$ cat src/rtl/fnd_pkg.sv
// Shared constants and types for the 4-digit seven-segment (FND) scanner.
package fnd_pkg;

    localparam int DIGIT_NUM = 4;

    typedef logic [1:0] digit_idx_t;

    // Active-low segment codes, bit order {dp,g,f,e,d,c,b,a}, dp off
    localparam logic [7:0] FONT_0     = 8'hC0;
    localparam logic [7:0] FONT_1     = 8'hF9;
    localparam logic [7:0] FONT_2     = 8'hA4;
    localparam logic [7:0] FONT_3     = 8'hB0;
    localparam logic [7:0] FONT_4     = 8'h99;
    localparam logic [7:0] FONT_5     = 8'h92;
    localparam logic [7:0] FONT_6     = 8'h82;
    localparam logic [7:0] FONT_7     = 8'hF8;
    localparam logic [7:0] FONT_8     = 8'h80;
    localparam logic [7:0] FONT_9     = 8'h90;
    localparam logic [7:0] FONT_DASH  = 8'hBF;
    localparam logic [7:0] FONT_BLANK = 8'hFF;

    typedef struct packed {
        logic [6:0] msec;
        logic [5:0] sec;
        logic [5:0] min;
        logic [4:0] hour;
        logic       mode;
    } snap_t;

    // Units (tens=0) or tens (tens=1) digit of a field already known to be 0..99
    function automatic logic [3:0] digit_of(input logic [6:0] field, input logic tens);
        return tens ? 4'(field / 7'd10) : 4'(field % 7'd10);
    endfunction

endpackage

$ cat src/rtl/fnd_if.sv
// Time-field inputs and FND drive outputs of the display scanner.
interface fnd_if;

    logic [6:0] msec;
    logic [5:0] sec;
    logic [5:0] min;
    logic [4:0] hour;
    logic       mode;
    logic [3:0] fnd_comm;
    logic [7:0] fnd_font;

    modport master (
        output msec, sec, min, hour, mode,
        input  fnd_comm, fnd_font
    );

    modport slave (
        input  msec, sec, min, hour, mode,
        output fnd_comm, fnd_font
    );

endinterface

$ cat src/rtl/fnd_font_decoder.sv
// Combinational BCD digit to active-low {g,f,e,d,c,b,a} segment decoder.
module fnd_font_decoder
    import fnd_pkg::*;
(
    input  logic [3:0] value,
    output logic [6:0] seg
);

    always_comb begin
        seg = FONT_BLANK[6:0];
        case (value)
            4'd0:    seg = FONT_0[6:0];
            4'd1:    seg = FONT_1[6:0];
            4'd2:    seg = FONT_2[6:0];
            4'd3:    seg = FONT_3[6:0];
            4'd4:    seg = FONT_4[6:0];
            4'd5:    seg = FONT_5[6:0];
            4'd6:    seg = FONT_6[6:0];
            4'd7:    seg = FONT_7[6:0];
            4'd8:    seg = FONT_8[6:0];
            4'd9:    seg = FONT_9[6:0];
            default: seg = FONT_BLANK[6:0];
        endcase
    end

endmodule

$ cat src/rtl/fnd_controller.sv
// 4-digit multiplexed FND driver showing sec.msec or hour.min from a per-frame snapshot.
// Define FND_DOT_BLINK_EN to light the digit-2 dot only while the frame's msec < 50.
module fnd_controller
    import fnd_pkg::*;
#(
    parameter int SCAN_DIV = 100_000
) (
    input  logic clk,
    input  logic reset,
    fnd_if.slave bus
);

    localparam int DIV_W = $clog2(SCAN_DIV);

    logic [DIV_W-1:0]     div_q, div_d;
    digit_idx_t           idx_q, idx_d;
    snap_t                snap_q, snap_d;
    logic [DIGIT_NUM-1:0] comm_q, comm_d;
    logic [7:0]           font_q, font_d;

    logic       tick;
    logic       capture;
    snap_t      live;
    snap_t      src;
    logic [6:0] low;
    logic [6:0] high;
    logic [6:0] field;
    logic [3:0] digit;
    logic [6:0] seg;
    logic       dp_on;

    fnd_font_decoder u_font_decoder (
        .value (digit),
        .seg   (seg)
    );

    always_comb begin
        live    = {bus.msec, bus.sec, bus.min, bus.hour, bus.mode};
        tick    = (div_q == DIV_W'(SCAN_DIV - 1));
        div_d   = tick ? '0 : div_q + DIV_W'(1);
        idx_d   = tick ? idx_q + 2'd1 : idx_q;
        capture = tick && (idx_q == 2'd3);
        snap_d  = capture ? live : snap_q;

        // Digit 0 of a new frame is shown from the very sample being captured
        src   = capture ? live : snap_q;
        low   = src.mode ? {1'b0, src.min}  : src.msec;
        high  = src.mode ? {2'b0, src.hour} : {1'b0, src.sec};
        field = idx_d[1] ? high : low;
        digit = digit_of(field, idx_d[0]);

        dp_on = (idx_d == 2'd2);
`ifdef FND_DOT_BLINK_EN
        dp_on = dp_on && (src.msec < 7'd50);
`endif

        comm_d = comm_q;
        font_d = font_q;
        if (tick) begin
            comm_d = ~(DIGIT_NUM'(1) << idx_d);
            font_d = {~dp_on, (field > 7'd99) ? FONT_DASH[6:0] : seg};
        end
    end

    always_ff @(posedge clk) begin
        if (!reset) begin
            div_q  <= '0;
            idx_q  <= '0;
            snap_q <= '0;
            comm_q <= '1;
            font_q <= FONT_BLANK;
        end else begin
            div_q  <= div_d;
            idx_q  <= idx_d;
            snap_q <= snap_d;
            comm_q <= comm_d;
            font_q <= font_d;
        end
    end

    assign bus.fnd_comm = comm_q;
    assign bus.fnd_font = font_q;

endmodule

$ cat src/flat_wrapper.sv
// flat-port wrapper written by rule: the top's interface ports become plain ports
module fnd_controller_flat import fnd_pkg::*;
#(
    parameter int SCAN_DIV = 100_000
)
  (clk, reset, bus_msec, bus_sec, bus_min, bus_hour, bus_mode, bus_fnd_comm, bus_fnd_font);
  fnd_if bus_i ();
  input  logic clk;
  input  logic reset;
  input wire logic [$bits(bus_i.msec)-1:0] bus_msec;
  input wire logic [$bits(bus_i.sec)-1:0] bus_sec;
  input wire logic [$bits(bus_i.min)-1:0] bus_min;
  input wire logic [$bits(bus_i.hour)-1:0] bus_hour;
  input wire logic [$bits(bus_i.mode)-1:0] bus_mode;
  output wire logic [$bits(bus_i.fnd_comm)-1:0] bus_fnd_comm;
  output wire logic [$bits(bus_i.fnd_font)-1:0] bus_fnd_font;
  assign bus_i.msec = bus_msec;
  assign bus_i.sec = bus_sec;
  assign bus_i.min = bus_min;
  assign bus_i.hour = bus_hour;
  assign bus_i.mode = bus_mode;
  assign bus_fnd_comm = bus_i.fnd_comm;
  assign bus_fnd_font = bus_i.fnd_font;
  fnd_controller #(.SCAN_DIV(SCAN_DIV)) u_core (.clk(clk), .reset(reset), .bus(bus_i));
endmodule
$ cat config.mk
export PLATFORM = sky130hd
export DESIGN_NAME = fnd_controller_flat
export DESIGN_NICKNAME = d
export VERILOG_FILES = /design/src/rtl/fnd_pkg.sv /design/src/rtl/fnd_if.sv /design/src/rtl/fnd_font_decoder.sv /design/src/rtl/fnd_controller.sv /design/src/flat_wrapper.sv
export SDC_FILE = /design/constraint.sdc
export NUM_CORES = 1
export LEC_CHECK = 0
export BUFFER_PORTS_ARGS = -buffer_cell sky130_fd_sc_hd__clkbuf_2
export CAP_MARGIN = 20
export CORE_UTILIZATION = 50
export CTS_BUF_LIST = sky130_fd_sc_hd__clkbuf_8 sky130_fd_sc_hd__clkbuf_16
export DETAILED_ROUTE_END_ITERATION = 10
export PLACE_DENSITY_LB_ADDON = 0.2
export REMOVE_ABC_BUFFERS = 1
export SETUP_SLACK_MARGIN = 0.15
export SLEW_MARGIN = 20
export SYNTH_ARGS = -nofsm -noshare
export SYNTH_HDL_FRONTEND = slang
export SYNTH_HIERARCHICAL = 1
export SYNTH_SLANG_ARGS = --single-unit
$ cat constraint.sdc
create_clock -name clk -period 7.4 [get_ports clk]
set_input_delay 1.48 -clock clk [delete_from_list [all_inputs] [get_ports clk]]
set_output_delay 1.48 -clock clk [all_outputs]
set_load 0.03 [all_outputs]
After elaboration in Yosys (flattened, before gate mapping)

Memory sizes are Yosys's and may differ from the RTL's.
Cells that the tools add are included.
Widths: inputs -> output; s select.

Register bits after elaboration: 56
Bits in latches: 0
Memory bits (writable): 0
Bits in read-only memories: 112
Input bits: 27
Output and inout bits: 12
Word-level logic and storage cells: 31
Memories kept: 1

Memory list:

| name             | words | width | read ports | clocked after Yosys merged registers in | write ports | RTL line               | RTL |
|---|---|---|---|---|---|---|---|
| (name not given) | 16    | 7     | 1          | 0                                       | 0           | fnd_font_decoder.sv:11 | `case (value)` |

$add $sub $neg: 2
Multipliers: 0
Div/mod/pow operators: 2
Magnitude comparators: 1
Equal/unequal tests: 3
Shift operators: 1
Mux-type cells: 7
Bitwise operators: 3
Reduce and logical (&&, ||, !) cells: 2

Operator list:

| kind                  | count |
|---|---|
| $mux 25               | 1 |
| $mux 7                | 3 |
| $add 17x1->17 const B | 1 |
| $eq 17x17->1 const B  | 1 |
| $div 7x4->7 const B   | 1 |
| $gt 7x7->1 const B    | 1 |
| $mod 7x4->7 const B   | 1 |
| $mux 6                | 1 |
| $eq 2x2->1 const B    | 2 |
| $mux 4                | 1 |
| $not 4->4             | 1 |
| $shl 1x2->4 const A   | 1 |
| $add 2x1->2 const B   | 1 |
| $mux 2                | 1 |
| $not 1->1             | 2 |
| $reduce_or 2->1       | 1 |
| $logic_and 1x1->1     | 1 |

Depth between registers and ports, before layout

Gate-level depths: netlist of the first run.
An unclocked memory read counts as a cell.

Depth after elaboration: 9
Depth in mapped cells: 40

Hierarchy

The synthesis of the first run kept the hierarchy.

Modules (own cells, without submodules):

| module           | instances | cells each | area an instance (sq um) | seq. area each (sq um) |
|---|---|---|---|---|
| fnd_controller   | 1         | 451        | 3708.6                   | 1101.1 |
| fnd_font_decoder | 1         | 33         | 210.2                    | 0.0 |

Worst setup path before layout of the first run

OpenSTA, ideal clock, no wires.

Path type: input -> register
Start: input port bus_mode
End: register u_core.font_q[3], in the netlist u_core/bus.fnd_font[3]
Setup time: 0.117 ns
Arrival time: 7.411 ns
Required time: 7.283 ns
Slack: -0.128 ns
Cell stages on the path: 37
Path buffers: 2
Path through: clkbuf_1 inv_1 o211ai_1 a221oi_1 a21oi_1 and2_1 buf_6 inv_1 ha_1 nor3_1 or3_4 xor2_2 inv_2 ha_1 inv_1 and4_4 or2_4 o311ai_2 inv_1 ha_1 inv_1 o21ai_0 a211oi_1 xnor2_1 ha_1 o21ai_0 nand2_1 o2111ai_1 a31o_4 and3_4 o31ai_2 inv_1 ha_1 or2_1 a21oi_2 a31oi_1 o22a_1

Cells in the longest elaborated chain, start to end: 7

Ends and longest elaborated chain:

| element                                    | RTL line                                   | RTL |
|---|---|---|
| start, declared                            | flat_wrapper.sv:14                         | `input wire logic [$bits(bus_i.mode)-1:0] bus_mode;` |
| $mux 25 *                                  | -                                          |  |
| $mux 7 or $mux 6 (tied branches)           | fnd_controller.sv:47, fnd_controller.sv:48 |  |
| $mux 7 *                                   | fnd_controller.sv:49                       | `field = idx_d[1] ? high : low;` |
| $mod 7x4->7 or $div 7x4->7 (tied branches) | fnd_pkg.sv:32                              | `return tens ? 4'(field / 7'd10) : 4'(field % 7'd10);` |
| $mux 4 *                                   | fnd_pkg.sv:32                              |  |
| net u_core.digit[1]                        | fnd_controller.sv:28                       | `logic [3:0] digit;` |
| $mem_v2 16x7 *                             | -                                          |  |
| net u_core.seg[3]                          | fnd_controller.sv:29                       | `logic [6:0] seg;` |
| $mux 7 *                                   | fnd_controller.sv:61                       | `font_d = {~dp_on, (field > 7'd99) ? FONT_DASH[6:0] : seg};` |
| end signal, assigned                       | fnd_controller.sv:77                       | `font_q <= font_d;` |
| end, declared                              | fnd_controller.sv:19                       | `logic [7:0] font_q, font_d;` |

The timed path passes the listed nets; every way through them passes the cells marked *.
A chain may end at the register's enable or synchronous reset.

Worst setup path in the final report of the first run

Start: input port bus_min[4]
End: register u_core.font_q[3], in the netlist u_core/bus.fnd_font[3]

Cells in the longest elaborated chain, start to end: 7

Ends and longest elaborated chain:

| element                                    | RTL line             | RTL |
|---|---|---|
| start, declared                            | flat_wrapper.sv:12   | `input wire logic [$bits(bus_i.min)-1:0] bus_min;` |
| $mux 25 *                                  | -                    |  |
| $mux 7 *                                   | fnd_controller.sv:47 | `low = src.mode ? {1'b0, src.min} : src.msec;` |
| $mux 7 *                                   | fnd_controller.sv:49 |  |
| $mod 7x4->7 or $div 7x4->7 (tied branches) | fnd_pkg.sv:32        |  |
| $mux 4 *                                   | fnd_pkg.sv:32        |  |
| net u_core.digit[1]                        | fnd_controller.sv:28 |  |
| $mem_v2 16x7 *                             | -                    |  |
| net u_core.seg[3]                          | fnd_controller.sv:29 |  |
| $mux 7 *                                   | fnd_controller.sv:61 |  |

Marks and branches as above.

==> impl_metrics.json, run 1 <==
{
  "ys.flop_type": "dfxtp_1",
  "maxCapViolCount": 0,
  "fin_util_pct": 60.0,
  "antenna_left": 0,
  "peakVddDrop_uv": 93.9,
  "hold_path_class": "reg2reg",
  "clock_latency_ns": 0.32,
  "ff2ff_path_depth": 37,
  "synth-seq-cells": 55,
  "slew_headroom_pct": 42.6,
  "clock_tree.root_cell": "clkbuf_8",
  "grt_overflow": 0,
  "post_dp_cell_area_um2": 4230,
  "final_common_cell": "nand2_1",
  "worstHoldStart": "u_core/snap_q[4]",
  "vias_per_cell": 5.72,
  "finalSetupViolCount": 0,
  "slowest_delay_ns": 0.38,
  "synth_compound_area_share_pct": 20.8,
  "die_y_um": 90.5,
  "worst-r2r-setup-slack_ns": 0.53,
  "cp.required_ns": 7.61,
  "io-pin-count": 39,
  "cts_buffer_depth": 2,
  "place_hpwl_mm": 6.90,
  "yosysWarningCount": 6,
  "drc": 0,
  "io_buffers": 38,
  "place_inst": 613,
  "design_power_total_mw": 0.495,
  "rsz0062_at_grt": "no",
  "cp.arrival_ns": 7.16,
  "fin_crit_sh_pct": 93.9,
  "synthCells": 484,
  "netlist_area_um2": 3920,
  "min_period_ns": 6.95,
  "drive_above_1_share_pct": 22.8,
  "r2r_start": "u_core/div_q[0]",
  "first_iter_violations": 192,
  "setup_tns_ns": 0,
  "synth-xor-area-share_pct": 4.21,
  "clock-skew-final_ns": 0.0126,
  "p_per_area_nw_per_um2": 111,
  "ys_top_cells_by_area": "dfxtp_1 (28%), nand2_1 (7.3%), a21boi_0 (4.6%)",
  "final_cells": 626,
  "regArea_um2": 1100,
  "grt_pass1_wl_mm": 15.8,
  "fmax_mhz": 144,
  "cts_tree": "built",
  "grt_pass1_vias": 3454,
  "antenna_found_initial": 0,
  "min_to": "u_core/snap_q[4]",
  "grt_max_degree": 37,
  "dieArea_um2": 8200,
  "critPathMaxFanout": 6,
  "avgSynthCellArea_um2": 8.10,
  "gr-usage-all-layers_pct": 23.1,
  "fp.coreArea_um2": 7410,
  "crit_slowest_cell": "or3_4",
  "status": "complete, no violations",
  "ys_types": 76,
  "criticalPathCategory": "in2reg",
  "synth_mux_area_share_pct": 10.7,
  "multi_input_area_um2": 2640,
  "htree_levels": 2,
  "num-nets-final": 567,
  "wirelength_mm": 9.36,
  "synth_fa_ha_area_share_pct": 4.47,
  "wire_per_inst_um": 15.0,
  "dr.pass1.iters": 5,
  "initial_utilization_pct": 52.9,
  "clk_pin_slew_ns": 0.10,
  "vias": 3579,
  "fp-row-count": 31,
  "finalMaxSlewViolations": 0,
  "hold_violations": 0,
  "final_cell_area_um2": 4440,
  "worst_pin_slew_ns": 0.859,
  "yosysTopAreaCellShare_pct": 28.1,
  "async_reset_ff_share_pct": 0,
  "nFillCells": 700,
  "hold-path-cell-count": 2,
  "final_cell_mix": "nand2_1 (76), dfxtp_1 (55), nor2_1 (40)",
  "synth_enable_flop_cells": 0,
  "numCtsBuffers": 5,
  "antenna-diode-count": 0,
  "gp_congestion": 0.960,
  "synth_top_area_cell": "dfxtp_1",
  "yosysSeqAreaShare_pct": 28.1,
  "cts_sinks": 55,
  "chipWidth_um": 90.5,
  "synth_top_family_by_area": "simple AND/OR/NAND/NOR gates",
  "leakagePower_nw": 1.63,
  "syn_to_final_growth_pct": 13.4,
  "timing.rr.end": "u_core/bus.fnd_font[3]",
  "cp-start-kind": "input pin",
  "end_kind": "register",
  "synth_simple_gate_area_share_pct": 25.2
}
## kinds of logic (layout without fill, tap and decap cells)
kind of cell	count (synthesis)	after routing
simple gates	197	197
compound gates	114	114
flops	55	55
buf+inv	53	96
mux	33	33
xor+xnor	18	18
fa+ha+maj	14	14
## metrics by stage
| step | hold WS (ns) | setup WS (ns) |
|---|---|---|
| final | 0.480 | 0.450 |
| after detailed placement | 0.465 | -0.106 |
| after global placement | 0.444 | 0.188 |
| after floorplan | 0.426 | -0.530 |
| after global routing | 0.509 | 0.134 |
| after CTS | 0.482 | 0.198 |
## critical path, delay by kind of cell
kind | cells | cell delay [ns]
buffers and inverters | 7 | 0.67
multiplexers | 1 | 0.27
AO/OA/AOI/OAI | 14 | 2.05
AND/OR/NAND/NOR | 8 | 1.41
adder cells (fa/ha/maj) | 5 | 0.93
XOR/XNOR | 2 | 0.37
## per-layer routing
layer	global-route usage [%]	up-vias	share of wire [%]
met3	3.45	21	3.7
met4	7.93	0	1.8
met2	39.8	84	48
met5	0	-	0
li1	-	1790	-
met1	29.4	1684	46
## cell type report
cell class	count	share of cell area, %
clock inverters	2	0.366
clock buffers	6	1.86
inverters	23	2.03
multi-input cells	376	59.3
repair buffers	65	8.84
flip-flops and latches	55	24.8
well taps	99	2.79
## how the worst max path moves through the flow
stage,slack (ns),cells past startpoint,startpoint,end
after floorplan,-0.53,34,u_core/idx_q[1],u_core/bus.fnd_font[3]
after global placement,0.19,37,bus_min[4],u_core/bus.fnd_font[3]
after detailed placement,-0.11,37,bus_min[4],u_core/bus.fnd_font[3]
after CTS,0.20,37,bus_min[4],u_core/bus.fnd_font[3]
after global routing,0.13,37,bus_min[4],u_core/bus.fnd_font[3]
final,0.45,37,bus_min[4],u_core/bus.fnd_font[3]
## Yosys cell counts (all sizes together), types with 3 or more instances
cell type,n
o31ai,3
inv,22
a31oi,3
o21ai,23
a21oi,20
nand2,76
a21boi,24
nand2b,6
or3,5
mux4,5
mux2i,17
clkbuf,13
nand3,15
nor2,40
dfxtp,55
nor2b,5
nand4,4
mux2,11
or2,4
and3,5
xor2,10
nor3,12
o22a,6
xnor2,8
a211oi,9
and2,8
o22ai,3
ha,14
and4,5
o211ai,6
buf,17
## flip-flops by register name, indices dropped and copies added (netlist names)
name and count:
u_core/snap_q 25, u_core/div_q 17, u_core/bus.fnd_font 7, u_core/bus.fnd_comm 4, u_core/idx_q 2
## power by group
part / total [mW] / switching (mW) / internal, mW
Clock: 0.178 / 0.101 / 0.0766
Sequential: 0.298 / 0.00133 / 0.297
Combinational: 0.0191 / 0.0100 / 0.00904
## what timing repair did
| action | 4_1_cts | 5_1_grt |
|---|---|---|
| hold buffers | 0 | 0 |
| setup endpoints to repair | 0 | 7 |
| resized for setup | 0 | 16 |
| setup buffers | 0 | 5 |
No activity file was read; power rests on OpenSTA's default activity.
==> inputs of run 2 (changes only) <==
--- a/config.mk
+++ b/config.mk
@@ -10,7 +10,7 @@
 export CORE_UTILIZATION = 50
 export CTS_BUF_LIST = sky130_fd_sc_hd__clkbuf_8 sky130_fd_sc_hd__clkbuf_16
 export DETAILED_ROUTE_END_ITERATION = 10
-export PLACE_DENSITY_LB_ADDON = 0.2
+export PLACE_DENSITY = 0.78
 export REMOVE_ABC_BUFFERS = 1
 export SETUP_SLACK_MARGIN = 0.15
 export SLEW_MARGIN = 20
==> run 2 against run 1 <==
Compared with the run above:
- combinational power about the same
- fmax down 0.72%
- sequential share of layout area about the same
- non-clock buffer count down 1
- via count up 2.9%
- clock power down 6%
- worst setup slack worse by 0.051 ns
- count of clock-buffer cells in the layout down 1
- sequential cell count unchanged
- hold slack worse by 0.0081 ns
- clock skew down 0.00092 ns
- global-route usage up 0.28 points
- critical endpoint is now u_core/bus.fnd_font[0]
- highest routed layer unchanged
==> impl_metrics.json, run 2 (same netlist as run 1, synthesis figures left out) <==
{
  "largest_register_ffs": 25,
  "finalMaxSlewViolations": 0,
  "clock_latency_ns": 0.32,
  "drive_above_1_share_pct": 23.6,
  "final_common_cell": "nand2_1",
  "end_kind": "register",
  "maxCapViolCount": 0,
  "fin_crit_sh_pct": 94.6,
  "wirelength_mm": 9.45,
  "slew_headroom_pct": 44.6,
  "ff2ff_path_depth": 37,
  "num-nets-final": 566,
  "clk_pin_slew_ns": 0.10,
  "critPathMaxFanout": 6,
  "top_register": "u_core/snap_q",
  "io-pin-count": 39,
  "antenna_found_initial": 0,
  "clock-skew-final_ns": 0.0116,
  "path_common_cell": "inv_2",
  "clkPwrFrac_pct": 34.6,
  "final_cell_mix": "nand2_1 (76), dfxtp_1 (55), nor2_1 (39)",
  "dr.pass1.iters": 4,
  "fp.coreArea_um2": 7410,
  "leakagePower_nw": 1.63,
  "worstHoldStart": "u_core/div_q[0]",
  "clock_tree.root_cell": "clkbuf_8",
  "hold-path-cell-count": 1,
  "p_switching_mw": 0.113,
  "die_y_um": 90.5,
  "min_period_ns": 7.00,
  "seqPwrFrac_pct": 61.5,
  "final_cell_area_um2": 4450,
  "antenna-diode-count": 0,
  "antenna_left": 0,
  "combPwrFrac_pct": 4.0,
  "worst_pin_slew_ns": 0.829,
  "cts_sinks": 55,
  "slowest_delay_ns": 0.38,
  "vias_per_cell": 5.89,
  "worst-r2r-setup-slack_ns": 0.54,
  "first_iter_violations": 142,
  "switching_share_pct": 23.3,
  "hold_path_class": "reg2reg",
  "syn_to_final_growth_pct": 13.4,
  "final_cells": 625,
  "rsz0062_at_grt": "no",
  "dieArea_um2": 8200,
  "min_to": "u_core/div_q[0]",
  "gr-usage-all-layers_pct": 23.4,
  "fmax_mhz": 143,
  "place_inst": 611,
  "grt_overflow": 0,
  "internal_power_mw": 0.372,
  "cts_tree": "built",
  "criticalPathCategory": "in2reg",
  "wire_per_inst_um": 15.1,
  "gp_congestion": 0.934,
  "cp-start-kind": "input pin",
  "cp.arrival_ns": 7.22,
  "nFillCells": 641,
  "finalSetupViolCount": 0,
  "hold_violations": 0,
  "crit_slowest_cell": "or3_4",
  "p_per_area_nw_per_um2": 109,
  "peakVddDrop_uv": 93.4,
  "cp.required_ns": 7.62,
  "cts_buffer_depth": 2,
  "grt_pass1_vias": 3678,
  "timing.rr.end": "u_core/bus.fnd_font[0]",
  "io_buffers": 38,
  "r2r_start": "u_core/div_q[0]",
  "ctsHoldBuffers": 0,
  "drc": 0,
  "status": "complete, no violations",
  "htree_levels": 2,
  "fp-row-count": 31,
  "numCtsBuffers": 5,
  "place_hpwl_mm": 6.64,
  "startpoint": "bus_mode",
  "vias": 3682,
  "initial_utilization_pct": 52.9,
  "chipWidth_um": 90.5,
  "grt_max_degree": 37,
  "post_dp_cell_area_um2": 4210,
  "grt_pass1_wl_mm": 16.1
}
==> run 2: layout make-up <==
class / count / area (um2) / area share, %
Multi-Input combinational cell: 376 / 2650 / 59.7
Sequential cell: 55 / 1100 / 24.8
Timing Repair Buffer: 64 / 389 / 8.75
Tap cell: 99 / 124 / 2.79
Inverter: 23 / 90.1 / 2.03
Clock buffer: 5 / 68.8 / 1.55
Clock inverter: 3 / 20.0 / 0.450
==> run 2: repair_timing <==
| item | in CTS | in global routing |
|---|---|---|
| setup endpoints to repair | 0 | 7 |
| buffers inserted | 0 | 6 |
| resized for setup | 0 | 23 |
==> run 2: how the worst max path moves through the flow <==
stage                              to  slack, ns
3_3_place_gp   u_core/bus.fnd_font[3]       0.11
4_1_cts        u_core/bus.fnd_font[0]       0.15
3_5_place_dp   u_core/bus.fnd_font[0]      -0.18
6_report       u_core/bus.fnd_font[0]       0.40
2_1_floorplan  u_core/bus.fnd_font[3]      -0.53
5_1_grt        u_core/bus.fnd_font[0]        0.1
==> run 2: worst max-delay path, delay by kind of cell <==
family	cells	cell delay, ns
compound gates	12	2.18
xor+xnor	2	0.33
fa+ha+maj	5	0.91
buf+inv	8	0.68
simple gates	9	1.65
==> run 2: power groups by stage <==
stage | sequential, mW | clock (mW) | combinational (mW)
after global routing | 0.299 | 0.185 | 0.0218
after global placement | 0.305 | 0 | 0.0188
after detailed placement | 0.305 | 0 | 0.0192
final | 0.298 | 0.168 | 0.0192
after floorplan | 0.305 | 0 | 0.00581
after CTS | 0.298 | 0.172 | 0.0192
==> run 2: per-layer routing <==
metal  track usage (%)  wire, um  up-vias
met5                 0         0        -
met1              28.9      4180     1770
met4              10.1       208        0
li1                  -         -     1784
met2              40.7      4650      107
met3              3.03       415       21
==> run 2: stage by stage <==
| stage | power [mW] | hold slack (ns) | setup slack, ns | setup TNS [ns] | util, % |
|---|---|---|---|---|---|
| final | 0.485 | 0.471 | 0.399 | 0 | 60.0 |
| after global placement | 0.324 | 0.441 | 0.105 | 0 | 56.8 |
| after global routing | 0.505 | 0.492 | 0.0957 | 0 | 60.0 |
| after detailed placement | 0.324 | 0.453 | -0.178 | -0.392 | 56.8 |
| after CTS | 0.489 | 0.475 | 0.155 | 0 | 58.0 |
| after floorplan | 0.311 | 0.426 | -0.530 | -2.22 | - |
==> inputs of run 3 (changes only) <==
--- a/config.mk
+++ b/config.mk
@@ -10,6 +10,7 @@
 export CORE_UTILIZATION = 50
 export CTS_BUF_LIST = sky130_fd_sc_hd__clkbuf_8 sky130_fd_sc_hd__clkbuf_16
 export DETAILED_ROUTE_END_ITERATION = 10
+export GPL_TIMING_DRIVEN = 0
 export PLACE_DENSITY = 0.78
 export REMOVE_ABC_BUFFERS = 1
 export SETUP_SLACK_MARGIN = 0.15
==> run 3 against run 2 <==
Compared with the run above:
- sequential cell count did not move
- combinational power barely moved
- die area did not move
- critical endpoint is now u_core/bus.fnd_font[3]
- sequential share of layout area fell by 0.71 points
- worst setup slack got worse by 0.020 ns
- final cell count rose by 0.80%
- count of clock-buffer cells in the layout did not move
- hold slack improved by 0.0071 ns
- global-route usage fell by 0.14 points
- final area rose by 3.3%
==> impl_metrics.json, run 3 (same netlist as run 1, synthesis figures left out) <==
{
  "wirelength_mm": 10.0,
  "htree_levels": 2,
  "final_common_cell": "nand2_1",
  "grt_overflow": 0,
  "wire_per_inst_um": 15.9,
  "gp_congestion": 0.869,
  "io-pin-count": 39,
  "largest_register_ffs": 25,
  "initial_utilization_pct": 52.9,
  "worst_pin_slew_ns": 0.861,
  "cts_tree": "built",
  "drc": 0,
  "fin_crit_sh_pct": 94.9,
  "status": "complete, no violations",
  "grt_pass1_vias": 3499,
  "vias": 3747,
  "ff2ff_path_depth": 37,
  "peakVddDrop_uv": 100,
  "design_power_total_mw": 0.550,
  "cpLargestDelayFamily": "compound AO/OA/AOI/OAI gates",
  "clock-skew-final_ns": 0.00850,
  "top_register": "u_core/snap_q",
  "worst-path-buf-inv": 7,
  "path_common_cell": "inv_2",
  "syn_to_final_growth_pct": 17.2,
  "post_dp_cell_area_um2": 4090,
  "regArea_um2": 1100,
  "fp.coreArea_um2": 7410,
  "antenna-diode-count": 0,
  "place_hpwl_mm": 6.51,
  "chipWidth_um": 90.5,
  "final_cells": 630,
  "min_period_ns": 7.02,
  "io_buffers": 38,
  "grt_pass1_wl_mm": 15.9,
  "drive_above_1_share_pct": 25.6,
  "cp_num_cells": 36,
  "grt_max_degree": 37,
  "cp-start-kind": "input pin",
  "num-nets-final": 571,
  "numCtsBuffers": 5,
  "slew_headroom_pct": 42.5,
  "end_kind": "register",
  "cp.required_ns": 7.61,
  "vias_per_cell": 5.95,
  "hold_violations": 0,
  "antenna_left": 0,
  "nFillCells": 621,
  "fp-row-count": 31,
  "cts_sinks": 55,
  "rsz0062_at_grt": "no",
  "p_per_area_nw_per_um2": 120,
  "place_inst": 593,
  "criticalPathCategory": "in2reg",
  "fmax_mhz": 142,
  "gr-usage-all-layers_pct": 23.3,
  "finalMaxSlewViolations": 0,
  "slowest_delay_ns": 0.41,
  "die_y_um": 90.5,
  "clock_tree.root_cell": "clkbuf_8",
  "clock_latency_ns": 0.31,
  "multi_input_area_um2": 2700,
  "maxCapViolCount": 0,
  "dr.pass1.iters": 5,
  "dieArea_um2": 8200,
  "final_cell_area_um2": 4590,
  "ctsHoldBuffers": 0,
  "cp.arrival_ns": 7.23,
  "clk_pin_slew_ns": 0.10,
  "first_iter_violations": 208,
  "finalSetupViolCount": 0,
  "antenna_found_initial": 0,
  "leakagePower_nw": 1.67,
  "critPathMaxFanout": 6,
  "crit_slowest_cell": "or3_4",
  "final_cell_mix": "nand2_1 (76), dfxtp_1 (54), nor2_1 (39)",
  "cts_buffer_depth": 2,
  "hold-path-cell-count": 2,
  "hold_path_class": "reg2reg"
}
## run 3: cell types whose count changed in the layout (fill, tap and decap cells not counted), sizes merged
cell / previous run / this run
bufinv: 0 / 2
clkinvlp: 3 / 0
inv: 22 / 23
buf: 27 / 32
## run 3: where the power goes
group | internal [mW] | switching [mW]
logic | 0.00879 | 0.0105
registers | 0.297 | 0.00124
clock network | 0.134 | 0.0989
## run 3: final timing paths
path                     from                      to  slack, ns
max reg2reg   u_core/div_q[0]  u_core/bus.fnd_font[3]       0.47
min          u_core/snap_q[4]        u_core/snap_q[4]       0.48
min reg2reg  u_core/snap_q[4]        u_core/snap_q[4]       0.48
max                bus_min[4]  u_core/bus.fnd_font[3]       0.38
## run 3: cell type report
type | count | area share (%)
Clock inverter | 3 | 1.39
Inverter | 23 | 1.91
Clock buffer | 5 | 1.50
Tap cell | 99 | 2.70
Sequential cell | 55 | 24.1
Timing Repair Buffer | 69 | 9.70
Multi-Input combinational cell | 376 | 58.8
## run 3: per-stage QoR
| stage | TNS (ns) | setup WS (ns) | hold slack, ns | util [%] |
|---|---|---|---|---|
| 2_1_floorplan | -2.22 | -0.530 | 0.426 | - |
| 3_3_place_gp | -13.77 | -2.16 | 0.440 | 54.8 |
| 3_5_place_dp | -9.74 | -1.60 | 0.464 | 55.3 |
| 4_1_cts | 0 | 0.150 | 0.475 | 60.0 |
| 5_1_grt | 0 | 0.0567 | 0.500 | 62.0 |
| 6_report | 0 | 0.379 | 0.479 | 62.0 |
## run 3: worst reg2reg max path, delay by kind of cell, from the launching register on
family                     cells  cell delay, ns
AOI/OAI and AO/OA             13            2.40
and+or+nand+nor                9            1.73
adders and majority gates      6            1.19
buffers and inverters          7            0.75
xor gates and xnor gates       2            0.39
DFF                            1            0.38
## run 3: timing repair
| action | in CTS | in global routing |
|---|---|---|
| resized for setup | 23 | 12 |
| buffers inserted | 15 | 14 |
| pin swaps | 6 | 16 |
| endpoints found under the setup margin | 7 | 7 |
## run 3: metal layers
| layer | GRT usage, % | up-vias | share of wire, % |
|---|---|---|---|
| met5 | 0 | - | 0 |
| met1 | 28.0 | 1756 | 42 |
| met2 | 41.7 | 152 | 50 |
| met3 | 2.53 | 32 | 5.3 |
| met4 | 9.95 | 0 | 2.8 |
| li1 | - | 1807 | - |
